$ cat src/rtl/irq_request_arbiter.sv
// Round-robin interrupt request arbiter: latches per-source events and issues one vector at a time.
// Optional hold-off after each completion is enabled with `define IRQ_COALESCE_EN.
module irq_request_arbiter #(
   parameter int unsigned NUM_SRC         = 8,
   parameter int unsigned VECTOR_BASE     = 0,
   parameter int unsigned COALESCE_CYCLES = 256
) (
   input  logic               i_clk,
   input  logic               i_rst,
   input  logic [NUM_SRC-1:0] src_irq,
   input  logic [NUM_SRC-1:0] src_mask,
   output logic [NUM_SRC-1:0] pending,
   output logic               int_valid,
   output logic [7:0]         int_vector,
   input  logic               int_done,
   output logic               busy
);

   localparam int unsigned IdxW = (NUM_SRC > 1) ? $clog2(NUM_SRC) : 1;

`ifdef IRQ_COALESCE_EN
   localparam int unsigned CntW = (COALESCE_CYCLES > 1) ? $clog2(COALESCE_CYCLES) : 1;
   typedef enum logic [1:0] {StIdle, StReq, StHoldoff} state_e;
   logic [CntW-1:0] r_cnt;
`else
   typedef enum logic [1:0] {StIdle, StReq} state_e;
`endif

   // Reject illegal configurations at elaboration time.
   if (NUM_SRC < 1 || NUM_SRC > 32 || VECTOR_BASE + NUM_SRC > 256 || COALESCE_CYCLES < 1)
   begin : g_param_check
      $error("irq_request_arbiter: illegal parameter combination");
   end

   state_e            r_state;
   logic [NUM_SRC-1:0] r_pending;
   logic              r_valid;
   logic [7:0]        r_vector;
   logic [IdxW-1:0]   r_sel;
   logic [IdxW-1:0]   r_last_grant;

   logic [NUM_SRC-1:0] w_elig;
   logic [NUM_SRC-1:0] w_clr;
   logic [NUM_SRC-1:0] w_pending_nxt;
   logic              w_found;
   logic [IdxW-1:0]   w_grant;

   assign w_elig = r_pending & ~src_mask;

   // First eligible index above last_grant, wrapping modulo NUM_SRC.
   always_comb begin
      int unsigned     idx;
      logic [IdxW-1:0] cand;
      w_found = 1'b0;
      w_grant = '0;
      idx     = 0;
      cand    = '0;
      for (int unsigned k = 1; k <= NUM_SRC; k++) begin
         idx = k + 32'(r_last_grant);
         if (idx >= NUM_SRC) idx = idx - NUM_SRC;
         cand = IdxW'(idx);
         if (!w_found && w_elig[cand]) begin
            w_found = 1'b1;
            w_grant = cand;
         end
      end
   end

   // Set wins over clear when both hit the same bit.
   always_comb begin
      w_clr = '0;
      if (r_state == StReq && int_done) w_clr[r_sel] = 1'b1;
      w_pending_nxt = (r_pending & ~w_clr) | src_irq;
   end

   always_ff @(posedge i_clk) begin
      if (i_rst) begin
         r_state      <= StIdle;
         r_pending    <= '0;
         r_valid      <= 1'b0;
         r_vector     <= 8'h00;
         r_sel        <= '0;
         r_last_grant <= IdxW'(NUM_SRC - 1);
`ifdef IRQ_COALESCE_EN
         r_cnt        <= '0;
`endif
      end else begin
         r_pending <= w_pending_nxt;
         unique case (r_state)
            StIdle: begin
               if (w_found) begin
                  r_sel    <= w_grant;
                  r_valid  <= 1'b1;
                  r_vector <= 8'(VECTOR_BASE) + 8'(w_grant);
                  r_state  <= StReq;
               end
            end
            StReq: begin
               if (int_done) begin
                  r_valid      <= 1'b0;
                  r_last_grant <= r_sel;
`ifdef IRQ_COALESCE_EN
                  r_cnt        <= CntW'(COALESCE_CYCLES - 1);
                  r_state      <= StHoldoff;
`else
                  r_state      <= StIdle;
`endif
               end
            end
`ifdef IRQ_COALESCE_EN
            StHoldoff: begin
               if (r_cnt == '0) r_state <= StIdle;
               else             r_cnt   <= r_cnt - 1'b1;
            end
`endif
            default: r_state <= StIdle;
         endcase
      end
   end

   assign pending    = r_pending;
   assign int_valid  = r_valid;
   assign int_vector = r_vector;
   assign busy       = (r_state != StIdle);

endmodule

$ cat config.mk
export PLATFORM = sky130hd
export DESIGN_NAME = irq_request_arbiter
export DESIGN_NICKNAME = d
export VERILOG_FILES = /design/src/rtl/irq_request_arbiter.sv
export SDC_FILE = /design/constraint.sdc
export NUM_CORES = 1
export LEC_CHECK = 0
export ABC_AREA = 1
export BUFFER_PORTS_ARGS = -buffer_cell sky130_fd_sc_hd__buf_4
export CAP_MARGIN = 20
export CORE_ASPECT_RATIO = 1.1
export CORE_UTILIZATION = 39
export CTS_CLUSTER_SIZE = 30
export DETAILED_ROUTE_END_ITERATION = 12
export PLACE_DENSITY = 0.65
export SETUP_SLACK_MARGIN = 0.4
export SLEW_MARGIN = 20
export SYNTH_ARGS = -nofsm -noshare
export SYNTH_HDL_FRONTEND = slang
export SYNTH_SLANG_ARGS = --single-unit
$ cat constraint.sdc
create_clock -name i_clk -period 3.29 [get_ports i_clk]
set_input_delay 0.329 -clock i_clk [delete_from_list [all_inputs] [get_ports i_clk]]
set_output_delay 0.329 -clock i_clk [all_outputs]
set_load 0.01 [all_outputs]
==> results of run 1 <==
per-stage QoR:
stage          area, µm²  power [mW]  instances  setup WS (ns)  util [%]
3_5_place_dp        1600       0.684        294          0.938      48.1
4_1_cts             1630       0.786        298          0.918      48.9
6_report            1630       0.785        298          0.917      48.9
2_1_floorplan       1380       0.573        224          0.985         -
3_3_place_gp        1600       0.687        294          0.980      48.1
5_1_grt             1630       0.864        298          0.673      48.9
logic make-up after synthesis:
logic type / Yosys count
other: 1
adders and majority gates: 2
AOI/OAI and AO/OA: 32
DFF: 15
and+or+nand+nor: 118
buffers and inverters: 49
xor gates and xnor gates: 3
layout by cell type (no fill, tap or decap), types with 2 or more instances in the layout:
master,instances
nor3_1,2
buf_4,33
a21oi_1,11
nand3_1,42
conb_1,5
xor2_4,2
inv_2,3
nor2_1,16
o22ai_1,2
o21ai_0,10
dfxtp_1,15
inv_1,35
nand2_1,49
nor2_4,2
nand3_2,3
o211ai_1,4
clkbuf_4,3
ha_1,2
layout make-up:
type | count | area (µm²)
clock buffer | 4 | 26.3
fill | 368 | 1700
inverter | 38 | 143
multi-input combinational | 160 | 852
sequential | 15 | 300
tap | 48 | 60.1
timing repair buffer | 33 | 248
worst max-delay path, stage by stage (launching register included):
cell and delay, ns:
dfxtp_1 0.33, inv_1 0.11, ha_1 0.40, inv_1 0.17, nand3_1 0.15, nand2_1 0.11
nand2_1 0.08, nand2_1 0.15, nand4_4 0.14, nor2_4 0.18, nand3_2 0.11, nand2_2 0.11
inv_1 0.05, o21ai_1 0.11, a21oi_1 0.05
routing by layer:
layer	up-vias	routed length (µm)
li1	764	-
met4	0	97
met3	8	121
met5	-	0
met2	36	1590
met1	635	1550
worst max-delay path by stage:
stage | to | slack [ns] | depth (start not counted) | startpoint
after floorplan | int_vector[0] | 0.98 | 16 | r_last_grant[1]
after global placement | int_vector[0] | 0.98 | 14 | r_last_grant[0]
after detailed placement | int_vector[0] | 0.94 | 14 | r_last_grant[0]
after CTS | int_vector[0] | 0.92 | 14 | r_last_grant[1]
after global routing | int_vector[0] | 0.67 | 13 | r_last_grant[1]
final | int_vector[0] | 0.92 | 14 | r_last_grant[1]
state kept, by name, summed over array words and instances, names as in the netlist:
signal	cells
pending	8
int_valid	1
int_vector	3
r_last_grant	3
power groups by stage:
stage	Combinational (mW)	Clock (mW)	Sequential [mW]
after floorplan	0.334	0	0.239
after global placement	0.446	0	0.240
after detailed placement	0.444	0	0.240
after CTS	0.446	0.104	0.236
after global routing	0.512	0.111	0.241
final	0.447	0.102	0.236
==> metrics, run 1 <==
FMAX 421 MHz; worst endpoint required time 3.46 ns; setup TNS 0 ns; cell count after synthesis 220; largest family of logic cells by synthesized area simple AND/OR/NAND/NOR gates; Clock Path Buffers 2; hold path cells 3; Die X-Extent 58.3 µm; DIE HEIGHT 63.9 µm; area leader, netlist dfxtp_1; met2 Track Usage GR 33.2%; Net count, final 272; FF+latch count, synth 15; CP Class reg -> reg; diode count 0; vias after detailed routing 1443; final weighted congestion in routability-driven placement 0.985; Clk network pwr share 13.0%; hold_buf cts 0; asr flop ratio synth 0%; top cells by count, synth nand2_1, nand3_1, inv_1; top cell type's share of synthesized area 22.1%; final setup violation count 0; CTS root buf clkbuf_4; I/O Pins 37; switching share of total power 46.4%; worst-skew pair later-pin latency 0.28 ns; mux share of post-synthesis cell area 0%; RSZ-0062 raised after global routing false; post-DP HPWL 2830 µm; synth unique cells 30; hold crit path type in -> reg; r2r endpoint int_vector[0]; crit end category register; die area 0.00373 mm²; largest net degree at the start of global routing 12; FF-to-FF path depth 14; Final Hold Viols 0; initial antenna violation count 0; status finished clean; Reg2Reg Setup Slack 0.92 ns; drt initial violations 39; share of cells above drive strength 1 20.0%; Max Slew Vio Count 0; met1 Usage GRT 26.8%; post-synthesis sequential area ratio 22.1%; row cnt 22; gr usage total 20.6%; max cap viols 0; Critical Path Start Type register; Via density 4.84; Synth Area per Inst 6.18 µm²; first-pass GRT wire length 6070 µm; minimum clock period 2.37 ns; Tcrit/Tclk final 72.1%; DRT antenna net count 0; sw power 0.364 mW; Mapped Area 0.00136 mm²; DR DRC count 0; Internal Power 0.421 mW; worst hold endpoint pending[5]; drt first pass iters 4; Synth Area in Simple Gates 41.3%; WL final 3360 µm; part of the power in registers 30.0%; Max transition margin 61.2%; worst-path fanout max 8; Post-Synth XOR/XNOR Area 4.69%; minimum hold slack 0.286 ns; Synth Area in Compound Gates 13.4%; Most Crowded Layer GR met2; Critical Path AT 2.54 ns; Area growth syn-to-layout 19.8%; Yosys Warn Count 0; H-tree Lvls 1; VDD IR-drop max 326 µV; post-CTS setup buffer count 0; IO buf count 31; combinational share of power 57.0%; core area 0.00333 mm²; CTS buffer count 3; clock skew 0.00907 ns; RR Startpoint r_last_grant[1]; Sink Count 15; met3 Use GR 2.23%; Reg clk slew, reported paths 0.09 ns; top area cells in the synthesized netlist dfxtp_1, nand3_1, nand2_1, inv_1, buf_4; adder-cell share of the synthesized area 1.84%; vias in the first global route 1391; Post-CTS Resized 0; DR WL/cell 11.3 µm; most common cell in the synthesized netlist nand2_1; Starting Density 40.8%; Leakage Power 0.855 nW; Hold Startpoint src_irq[5]; GRT overflow 0; Cell Pwr Density 482 mW/mm²; Primary FF master, synth dfxtp_1; EDFF count, synth 0; CTS tree yes; Worst Tran Pin Value 0.582 ns
Note: power is estimated with default switching activity, not from simulation.
==> inputs of run 2 (changes only) <==
--- a/config.mk
+++ b/config.mk
@@ -12,7 +12,7 @@
 export CORE_UTILIZATION = 39
 export CTS_CLUSTER_SIZE = 30
 export DETAILED_ROUTE_END_ITERATION = 12
-export PLACE_DENSITY = 0.65
+export PLACE_DENSITY = 0.68
 export SETUP_SLACK_MARGIN = 0.4
 export SLEW_MARGIN = 20
 export SYNTH_ARGS = -nofsm -noshare
==> constraint.sdc (replaced) <==
create_clock -name i_clk -period 2 [get_ports i_clk]
set_input_delay 0.2 -clock i_clk [delete_from_list [all_inputs] [get_ports i_clk]]
set_output_delay 0.2 -clock i_clk [all_outputs]
set_load 0.01 [all_outputs]
==> run 2 against run 1 <==
Compared with the run above:
- the flow now finishes with violations (negative setup slack)
- first-iteration DRC count increased by 5.1%
- fmax increased by 17%
- core utilization increased by 10 points
- global-route usage increased by 0.74 points
- non-clock buffer count increased by 23
- sequential power increased by 64%
- clock power increased by 69%
- combinational power increased by 130%
- design area increased by 20%
- sequential share of layout area decreased by 2.7 points
- flip-flop and latch count unchanged
- die area unchanged
- largest cell class unchanged
- highest routed layer unchanged
==> metrics, run 2 (synthesis gave the netlist of run 1 again) <==
most frequent cells in the layout buf_4, nand2_1, nand3_1, inv_1, nor2_1; met3 Use GR 1.01%; DR WL/cell 11.9 µm; Reg clk slew, reported paths 0.09 ns; CTS buffer count 3; Final Hold Viols 0; CP Class reg -> reg; Crit path largest cell delay 0.40 ns; H-tree Lvls 1; Starting Density 40.8%; vias after detailed routing 1546; met1 Usage GRT 26.3%; Leakage Power 0.989 nW; Hold Startpoint src_irq[7]; Clock Path Buffers 2; CP most frequent cell nand2_1; most common cell after layout, fill and taps aside buf_4; worst endpoint required time 2.22 ns; diode count 0; fin cells 321; RR Startpoint r_last_grant[1]; share of cells above drive strength 1 35.5%; Cell Pwr Density 799 mW/mm²; placed cells 309; Largest delay share family, worst path simple AND/OR/NAND/NOR gates; slowest CP cell dfxtp_4; DRT antenna net count 0; cell area after layout 0.00196 mm²; crit-path cells inv_6 -> ha_4 -> nand3_2 -> nand3_4 -> nand2_4 -> nor2_4 -> nand4_4 -> nor2_4 -> nand3_2 -> nand2_1 -> inv_1 -> nand2_1 -> nand2_1 -> a21oi_2; RSZ-0062 raised after global routing true; max reg flops 8; DP Area 0.00178 mm²; I/O Pins 37; Tcrit/Tclk final 102%; status complete, but fails checks; drt first pass iters 4; crit end category register; largest net degree at the start of global routing 12; CTS root buf clkbuf_4; WL final 3810 µm; initial antenna violation count 0; Sink Count 15; post-DP HPWL 2990 µm; Max Slew Vio Count 0; hold crit path type in -> reg; row cnt 22; minimum hold slack 0.155 ns; VDD IR-drop max 592 µV; worst-path fanout max 6; Buf+Inv Stages, Crit Path 2; max cap viols 0; final weighted congestion in routability-driven placement 0.854; CP Launch Point r_last_grant[1]; first-pass GRT wire length 6200 µm; drt initial violations 41; Area growth syn-to-layout 44.3%; DIE HEIGHT 63.9 µm; Worst Slack Setup Final -0.0362 ns; Via density 4.82; clock skew 0.00688 ns; core area 0.00333 mm²; die area 0.00373 mm²; IO buf count 31; Die X-Extent 58.3 µm; gr usage total 21.4%; GRT overflow 0; minimum clock period 2.04 ns; failing checks negative setup slack; DR DRC count 0; vias in the first global route 1442; hold_buf cts 0; Net count, final 295; CTS tree yes; Most Crowded Layer GR met2; worst-skew pair later-pin latency 0.28 ns; Setup WS pre-CTS -0.0722 ns; FMAX 491 MHz; final setup violation count 3; Critical Path Start Type register; met2 Track Usage GR 36.2%; Critical Path AT 2.26 ns; post-layout util 58.9%
run 2: cell count changes in the layout (fill, tap and decap cells not counted), sizes merged:
cell	change
buf	+23
run 2: repair_timing:
item | in CTS | in global routing
buffers inserted | 6 | 2
pin swaps | 7 | 10
endpoints found under the setup margin | 4 | 4
gates resized for setup | 7 | 17
run 2: layout make-up:
cell class | instances | area [µm²]
well taps | 48 | 60.1
inverters | 38 | 155
repair buffers | 56 | 433
fillers | 320 | 1370
multi-input cells | 160 | 980
clock buffers | 4 | 26.3
flip-flops and latches | 15 | 308
run 2: where the power goes:
part	leakage [nW]	switching, mW	total (mW)	internal [mW]
logic	0.849	0.560	1.01	0.448
registers	0.125	0.0489	0.388	0.339
clock network	0.0150	0.0946	0.172	0.0773
run 2: through the flow:
stage / setup TNS [ns] / power (mW)
3_5_place_dp: -0.118 / 1.25
3_3_place_gp: -0.0657 / 1.25
6_report: -0.0864 / 1.57
4_1_cts: 0 / 1.47
2_1_floorplan: -0.0344 / 0.977
5_1_grt: -0.485 / 1.70
run 2: routing by layer:
metal | vias up | part of all wire [%] | wire length (µm)
met4 | 0 | 3.8 | 144
met5 | - | 0 | 0
met1 | 673 | 42 | 1580
met3 | 10 | 3.1 | 119
met2 | 52 | 51 | 1960
li1 | 811 | - | -
run 2: worst paths after layout:
path,to,slack [ns],cells after the start
worst max-delay path,int_vector[1],-0.04,14
worst min-delay path,pending[7],0.15,3
worst max register to register,int_vector[1],-0.04,14
worst min register to register,pending[4],0.52,2
run 2: tightest hold or removal path, delay by kind of cell:
| kind | cells | cell delay, ns |
|---|---|---|
| buffers and inverters | 2 | 0.14 |
| AO/OA/AOI/OAI | 1 | 0.05 |
